==> config.mk <==
export PLATFORM = sky130hd
export DESIGN_NAME = even_check_arbiter_flat
export DESIGN_NICKNAME = d
export VERILOG_FILES = /design/src/rtl/even_check_arbiter_pkg.sv /design/src/rtl/even_check_arbiter_if.sv /design/src/rtl/even_check_arbiter_is_even.sv /design/src/rtl/even_check_arbiter_rr_arbiter.sv /design/src/rtl/even_check_arbiter.sv /design/src/flat_wrapper.sv
export SDC_FILE = /design/constraint.sdc
export NUM_CORES = 1
export LEC_CHECK = 0
export CAP_MARGIN = 20
export CORE_MARGIN = 2
export CORE_UTILIZATION = 44
export CTS_CLUSTER_SIZE = 14
export DETAILED_ROUTE_END_ITERATION = 8
export GPL_ROUTABILITY_DRIVEN = 0
export HOLD_SLACK_MARGIN = 0.02
export PLACE_DENSITY_LB_ADDON = 0.1
export SKIP_LAST_GASP = 1
export SYNTH_ARGS = -nofsm -noshare
export SYNTH_HDL_FRONTEND = slang
export SYNTH_SLANG_ARGS = --single-unit
==> constraint.sdc <==
create_clock -name clk -period 3.5 [get_ports clk]
set_input_delay 0.875 -clock clk [delete_from_list [all_inputs] [get_ports clk]]
set_output_delay 0.875 -clock clk [all_outputs]
set_load 0.005 [all_outputs]
==> src/rtl/even_check_arbiter_pkg.sv <==
// Shared types and helpers for the even_check_arbiter slice.
package even_pkg;

  typedef enum logic [1:0] {
    IDLE  = 2'd0,
    CHECK = 2'd1,
    RESP  = 2'd2
  } state_t;

  // Index width for n requesters; never narrower than one bit.
  function automatic int unsigned id_w(input int unsigned n);
    return (n > 1) ? $clog2(n) : 1;
  endfunction

endpackage

==> src/rtl/even_check_arbiter_if.sv <==
// Request/response/statistics bundle between clients and the shared even checker.
interface even_check_if
  import even_pkg::*;
#(
  parameter int unsigned NUM_SIZE = 12,
  parameter int unsigned N_REQ    = 4,
  parameter int unsigned CNT_W    = 16
);
  localparam int unsigned ID_W = id_w(N_REQ);

  logic [N_REQ-1:0]          req_valid;
  logic [N_REQ*NUM_SIZE-1:0] req_num;
  logic [N_REQ-1:0]          req_ready;
  logic                      resp_valid;
  logic                      resp_ready;
  logic [ID_W-1:0]           resp_id;
  logic [NUM_SIZE-1:0]       resp_num;
  logic                      resp_even;
  logic                      clr_cnt;
  logic [CNT_W-1:0]          even_cnt;
  logic [CNT_W-1:0]          odd_cnt;

  modport master (
    output req_valid, req_num, resp_ready, clr_cnt,
    input  req_ready, resp_valid, resp_id, resp_num, resp_even, even_cnt, odd_cnt
  );

  modport slave (
    input  req_valid, req_num, resp_ready, clr_cnt,
    output req_ready, resp_valid, resp_id, resp_num, resp_even, even_cnt, odd_cnt
  );
endinterface

==> src/rtl/even_check_arbiter_is_even.sv <==
// Parity checker: a number is even when its LSB is clear.
module is_even #(
  parameter int unsigned NUM_SIZE = 12
) (
  input  logic [NUM_SIZE-1:0] num,
  output logic                even
);
  logic w_unused_hi;

  assign even        = ~num[0];
  assign w_unused_hi = ^num[NUM_SIZE-1:1];
endmodule

==> src/rtl/even_check_arbiter_rr_arbiter.sv <==
// Combinational round-robin arbiter: first requester at or after ptr wins.
module rr_arbiter #(
  parameter int unsigned N = 4
) (
  input  logic [N-1:0]         req,
  input  logic [$clog2(N)-1:0] ptr,
  output logic [N-1:0]         grant
);
  localparam int unsigned IW = $clog2(N);

  logic [IW-1:0] w_idx;
  logic          w_found;

  always_comb begin
    grant   = '0;
    w_found = 1'b0;
    w_idx   = '0;
    for (int unsigned i = 0; i < N; i++) begin
      w_idx = IW'((32'(ptr) + i) % N);
      if (!w_found && req[w_idx]) begin
        grant[w_idx] = 1'b1;
        w_found      = 1'b1;
      end
    end
  end
endmodule

==> src/rtl/even_check_arbiter.sv <==
// Shares one is_even checker among N_REQ requesters with round-robin grant,
// a tagged valid/ready response port and saturating even/odd counters.
module even_check_arbiter
  import even_pkg::*;
#(
  parameter int unsigned NUM_SIZE = 12,
  parameter int unsigned N_REQ    = 4,
  parameter int unsigned CNT_W    = 16
) (
  input  logic      clk,
  input  logic      rst_n,
  even_check_if.slave bus
);
  localparam int unsigned ID_W = id_w(N_REQ);
  localparam logic [CNT_W-1:0] CNT_MAX = '1;

  state_t              r_state;
  state_t              w_state_nxt;
  logic [ID_W-1:0]     r_rr_ptr;
  logic [ID_W-1:0]     r_id_q;
  logic [NUM_SIZE-1:0] r_num_q;
  logic                r_resp_valid;
  logic [ID_W-1:0]     r_resp_id;
  logic [NUM_SIZE-1:0] r_resp_num;
  logic                r_resp_even;
  logic [CNT_W-1:0]    r_even_cnt;
  logic [CNT_W-1:0]    r_odd_cnt;

  logic [N_REQ-1:0]    w_grant;
  logic [N_REQ-1:0]    w_req_ready;
  logic [ID_W-1:0]     w_grant_id;
  logic [NUM_SIZE-1:0] w_sel_num;
  logic                w_even;
  logic                w_accept;
  logic                w_hs;

  rr_arbiter #(.N(N_REQ)) u_rr (
    .req   (bus.req_valid),
    .ptr   (r_rr_ptr),
    .grant (w_grant)
  );

  is_even #(.NUM_SIZE(NUM_SIZE)) u_is_even (
    .num  (r_num_q),
    .even (w_even)
  );

  // One-hot grant to index plus the granted requester's number.
  always_comb begin
    w_grant_id = '0;
    w_sel_num  = '0;
    for (int unsigned i = 0; i < N_REQ; i++) begin
      if (w_grant[i]) begin
        w_grant_id = ID_W'(i);
        w_sel_num  = bus.req_num[i*NUM_SIZE +: NUM_SIZE];
      end
    end
  end

  assign w_accept = (r_state == IDLE) && (|bus.req_valid);
  assign w_hs     = (r_state == RESP) && bus.resp_ready;

  always_comb begin
    w_state_nxt = r_state;
    w_req_ready = '0;
    case (r_state)
      IDLE: begin
        w_req_ready = w_grant;
        if (|bus.req_valid) w_state_nxt = CHECK;
      end
      CHECK:   w_state_nxt = RESP;
      RESP:    if (bus.resp_ready) w_state_nxt = IDLE;
      default: w_state_nxt = IDLE;
    endcase
  end

  always_ff @(posedge clk) begin
    if (!rst_n) begin
      r_state      <= IDLE;
      r_rr_ptr     <= '0;
      r_id_q       <= '0;
      r_num_q      <= '0;
      r_resp_valid <= 1'b0;
      r_resp_id    <= '0;
      r_resp_num   <= '0;
      r_resp_even  <= 1'b0;
    end else begin
      r_state <= w_state_nxt;
      if (w_accept) begin
        r_num_q <= w_sel_num;
        r_id_q  <= w_grant_id;
      end
      if (r_state == CHECK) begin
        r_resp_num   <= r_num_q;
        r_resp_id    <= r_id_q;
        r_resp_even  <= w_even;
        r_resp_valid <= 1'b1;
      end
      if (w_hs) begin
        r_resp_valid <= 1'b0;
        r_rr_ptr     <= ID_W'((32'(r_id_q) + 32'd1) % N_REQ);
      end
    end
  end

  // Statistics: clear wins over a same-cycle handshake; no wrap at the top.
  always_ff @(posedge clk) begin
    if (!rst_n || bus.clr_cnt) begin
      r_even_cnt <= '0;
      r_odd_cnt  <= '0;
    end else if (w_hs) begin
      if (r_resp_even) begin
        if (r_even_cnt != CNT_MAX) r_even_cnt <= r_even_cnt + CNT_W'(1);
      end else begin
        if (r_odd_cnt != CNT_MAX) r_odd_cnt <= r_odd_cnt + CNT_W'(1);
      end
    end
  end

  assign bus.req_ready  = w_req_ready;
  assign bus.resp_valid = r_resp_valid;
  assign bus.resp_id    = r_resp_id;
  assign bus.resp_num   = r_resp_num;
  assign bus.resp_even  = r_resp_even;
  assign bus.even_cnt   = r_even_cnt;
  assign bus.odd_cnt    = r_odd_cnt;
endmodule

==> src/flat_wrapper.sv <==
// flat-port wrapper written by rule: the top's interface ports become plain ports
module even_check_arbiter_flat import even_pkg::*;
#(
  parameter int unsigned NUM_SIZE = 12,
  parameter int unsigned N_REQ    = 4,
  parameter int unsigned CNT_W    = 16
)
  (clk, rst_n, bus_req_valid, bus_req_num, bus_resp_ready, bus_clr_cnt, bus_req_ready, bus_resp_valid, bus_resp_id, bus_resp_num, bus_resp_even, bus_even_cnt, bus_odd_cnt);
  even_check_if #(.NUM_SIZE(NUM_SIZE), .N_REQ(N_REQ), .CNT_W(CNT_W)) bus_i ();
  input  logic clk;
  input  logic rst_n;
  input wire logic [$bits(bus_i.req_valid)-1:0] bus_req_valid;
  input wire logic [$bits(bus_i.req_num)-1:0] bus_req_num;
  input wire logic [$bits(bus_i.resp_ready)-1:0] bus_resp_ready;
  input wire logic [$bits(bus_i.clr_cnt)-1:0] bus_clr_cnt;
  output wire logic [$bits(bus_i.req_ready)-1:0] bus_req_ready;
  output wire logic [$bits(bus_i.resp_valid)-1:0] bus_resp_valid;
  output wire logic [$bits(bus_i.resp_id)-1:0] bus_resp_id;
  output wire logic [$bits(bus_i.resp_num)-1:0] bus_resp_num;
  output wire logic [$bits(bus_i.resp_even)-1:0] bus_resp_even;
  output wire logic [$bits(bus_i.even_cnt)-1:0] bus_even_cnt;
  output wire logic [$bits(bus_i.odd_cnt)-1:0] bus_odd_cnt;
  assign bus_i.req_valid = bus_req_valid;
  assign bus_i.req_num = bus_req_num;
  assign bus_i.resp_ready = bus_resp_ready;
  assign bus_i.clr_cnt = bus_clr_cnt;
  assign bus_req_ready = bus_i.req_ready;
  assign bus_resp_valid = bus_i.resp_valid;
  assign bus_resp_id = bus_i.resp_id;
  assign bus_resp_num = bus_i.resp_num;
  assign bus_resp_even = bus_i.resp_even;
  assign bus_even_cnt = bus_i.even_cnt;
  assign bus_odd_cnt = bus_i.odd_cnt;
  even_check_arbiter #(.NUM_SIZE(NUM_SIZE), .N_REQ(N_REQ), .CNT_W(CNT_W)) u_core (.clk(clk), .rst_n(rst_n), .bus(bus_i));
endmodule
==> results.sh <==
export IMPL_grt_max_degree=39
export IMPL_start_util_pct=45.13
export IMPL_r2r_cells=12
export IMPL_syn_inst=443
export IMPL_cts_buffers=9
export IMPL_finalPower_mw=2.036
export IMPL_cp_start_kind="flip-flop"
export IMPL_via_per_inst=5.442
export IMPL_r2r_end="u_core.r_num_q[10]"
export IMPL_status="finished clean"
export IMPL_p_leak_nw=1.984
export IMPL_drc=0
export IMPL_gr_total_overflow=0
export IMPL_report_final_slew_viol_count=0
export IMPL_wire_per_inst_um=15.63
export IMPL_fp_coreArea_sq_mm=0.008678
export IMPL_cts_sinks=66
export IMPL_async_reset_ff_share_pct=0
export IMPL_slew_headroom_pct=54.93
export IMPL_drive_above_1_share_pct=21.45
export IMPL_first_pass_iters=4
export IMPL_htreeDepth=3
export IMPL_grt_pass1_wl_mm=17.54
export IMPL_cts_tree="built"
export IMPL_syn2layout_area_growth_pct=39.84
export IMPL_fin_util_pct=63.11
export IMPL_portBuffers=107
export IMPL_min_to="u_core.bus.resp_num[11]"
export IMPL_min_from="u_core.bus.resp_num[11]"
export IMPL_setup_violations=0
export IMPL_placed_cells=654
export IMPL_root_buffer="clkbuf_8"
export IMPL_die_area_sq_mm=0.009671
export IMPL_grt_total_usage_pct=22.17
export IMPL_clock_skew_ns=0.01281
export IMPL_vias=3733
export IMPL_drv_cap=0
export IMPL_clkTransAtPathRegs_ns=0.07
export IMPL_crit_required_ns=2.62
export IMPL_wirelength_mm=10.72
export IMPL_num_rows=34
export IMPL_vdd_drop_max_uv=178.0
export IMPL_holdPathStages=2
export IMPL_grt_pass1_vias=3585
export IMPL_syn_area_per_cell_sq_um=8.840
export IMPL_syn_area_sq_mm=0.003916
export IMPL_hp_class="reg2reg"
export IMPL_hold_viol_final=0
export IMPL_cp_data_arrival_time_ns=2.61
export IMPL_syn_nets=508
export IMPL_rrSetupSlack_ns=0.47
export IMPL_rr_startpoint="u_core.r_rr_ptr[0]"
export IMPL_worst_slew_pin_slew_ns=0.6704
export IMPL_insertion_delay_ns=0.34
export IMPL_antenna_found_initial=0
export IMPL_instances_no_fill=686
export IMPL_ys_types=62
export IMPL_die_x_um=98.34
export IMPL_final_nets=638
export IMPL_holdBufCountCts=0
export IMPL_drt_first_iter_violations=178
export IMPL_finalCriticalPeriod_ns=3.484
export IMPL_finalCritPeriodShare_pct=99.53
export IMPL_pin_count=108
export IMPL_antenna_left=0
export IMPL_path_max_fanout=4
export IMPL_crit_start="u_core.r_rr_ptr[1]"
export IMPL_hpwl_mm=7.741
export IMPL_rsz0062_at_grt="yes"
export IMPL_synth_main_ff_cell="dfxtp_1"
export IMPL_fmax_ghz=0.2871
export IMPL_antennaDiodeCount=0
export IMPL_p_per_area_mw_per_mm2=371.8
export IMPL_ctsLongestPathBuffers=2
export IMPL_synth_seq_area_share_pct=33.74
export IMPL_synth_edf_count=0
export IMPL_die_y_um=98.34
export IMPL_ys_ff_latch=66
export IMPL_yosysWarnings=0
export IMPL_worstSetupPathType="reg2out"
export IMPL_cp_end_kind="output port"
-- state kept, by name, summed over array words and instances, names as in the netlist --
register / flops
u_core.bus.resp_num: 12
u_core.bus.resp_valid: 1
u_core.bus.resp_id: 2
u_core.r_rr_ptr: 2
u_core.r_id_q: 2
u_core.bus.even_cnt: 16
u_core.bus.resp_even: 1
u_core.r_state: 2
u_core.r_num_q: 12
u_core.bus.odd_cnt: 16
-- cells by family (layout without fill, tap and decap cells) --
| kind of cell | after synthesis | after routing | share of synthesized area [%] |
|---|---|---|---|
| AO/OA/AOI/OAI | 116 | 116 | 25.69 |
| XOR/XNOR | 24 | 24 | 5.367 |
| adder cells (fa/ha/maj) | 9 | 9 | 2.875 |
| buffers and inverters | 45 | 180 | 6.773 |
| flip-flops | 66 | 66 | 33.74 |
| multiplexers | 9 | 9 | 3.323 |
| AND/OR/NAND/NOR | 174 | 174 | 22.24 |
-- repair_timing --
item	in CTS	in global routing
resized for setup	20	16
pin swaps	5	3
endpoints found under the setup margin	4	3
setup buffers	9	6
-- worst max-delay path: stages (launching register included) --
cell,delay (ns)
dfxtp_1,0.34
inv_1,0.10
ha_4,0.30
mux4_2,0.56
buf_4,0.16
nor3b_1,0.14
a21oi_2,0.17
o21ai_2,0.08
and2_1,0.16
dlygate4sd2_1,0.26
-- final cells by class --
| cell class | instances | area, sq um |
|---|---|---|
| inverters | 18 | 67.56 |
| multi-input cells | 332 | 2395 |
| flip-flops and latches | 66 | 1321 |
| repair buffers | 146 | 1339 |
| fillers | 751 | 3202 |
| clock buffers | 11 | 141.4 |
| clock inverters | 5 | 77.57 |
| well taps | 108 | 135.1 |
-- cells in the final DEF (no fill, tap or decap), types with 4 or more instances in the layout --
cell,instances
o211ai_2,10
nor3b_1,4
or2_2,11
clkbuf_8,10
a31oi_1,15
nor3_1,4
nand2_1,65
nand4_1,7
a21boi_0,14
mux2i_1,4
and2_1,4
nor2_1,29
and4_1,5
xnor2_1,10
xor2_1,14
a21oi_1,9
buf_4,36
clkbuf_2,6
o221ai_2,9
o21ai_0,22
clkdlybuf4s50_1,99
o2111ai_2,6
inv_1,18
dfxtp_1,66
nand3_1,12
or3_1,7
ha_1,8
o2111ai_1,6
and3_1,4
-- through the flow --
step | setup TNS, ns | cell area (sq um) | hold WS [ns] | worst slack, ns
6_report | 0 | 5477 | 0.4605 | 0.01641
5_1_grt | -0.1543 | 5477 | 0.4932 | -0.06216
3_5_place_dp | -2.340 | 5097 | 0.4553 | -0.5664
3_3_place_gp | -1.833 | 5097 | 0.4526 | -0.5112
2_1_floorplan | 0 | 3916 | 0.4273 | 0.1327
4_1_cts | -0.2976 | 5413 | 0.4652 | -0.1919
-- cell usage after synthesis, types with 11 or more instances --
master | count | share of area, %
nand3_1 | 12 | 1.5
nor2_1 | 30 | 2.9
a21boi_0 | 14 | 2.7
inv_1 | 18 | 1.7
xor2_1 | 14 | 3.1
dfxtp_1 | 66 | 34
o21ai_0 | 22 | 2.8
a31oi_1 | 15 | 2.4
or2_2 | 11 | 1.8
nand2_1 | 65 | 6.2
-- worst max path at each step --
stage                             endpoint  slack, ns
after floorplan           bus_req_ready[1]       0.13
after CTS                 bus_req_ready[2]      -0.19
after detailed placement  bus_req_ready[2]      -0.57
final                     bus_req_ready[1]       0.02
after global routing      bus_req_ready[1]      -0.06
after global placement    bus_req_ready[2]      -0.51
-- routing by layer --
metal / up-vias / track usage (%) / routed length (um)
met5: - / 0 / 0
met4: 0 / 6.006 / 171
met3: 16 / 4.295 / 551
met2: 98 / 34.80 / 4923
met1: 1761 / 31.26 / 5076
li1: 1858 / - / -
-- report_power, final --
part	leakage (nW)	internal, mW	total (mW)	switching, mW
combinational	1.34	0.249	0.493	0.244
clock	0.109	0.418	0.708	0.289
sequential	0.536	0.798	0.836	0.0378
total	1.98	1.47	2.04	0.571
Power figures use the tool's default switching activity.
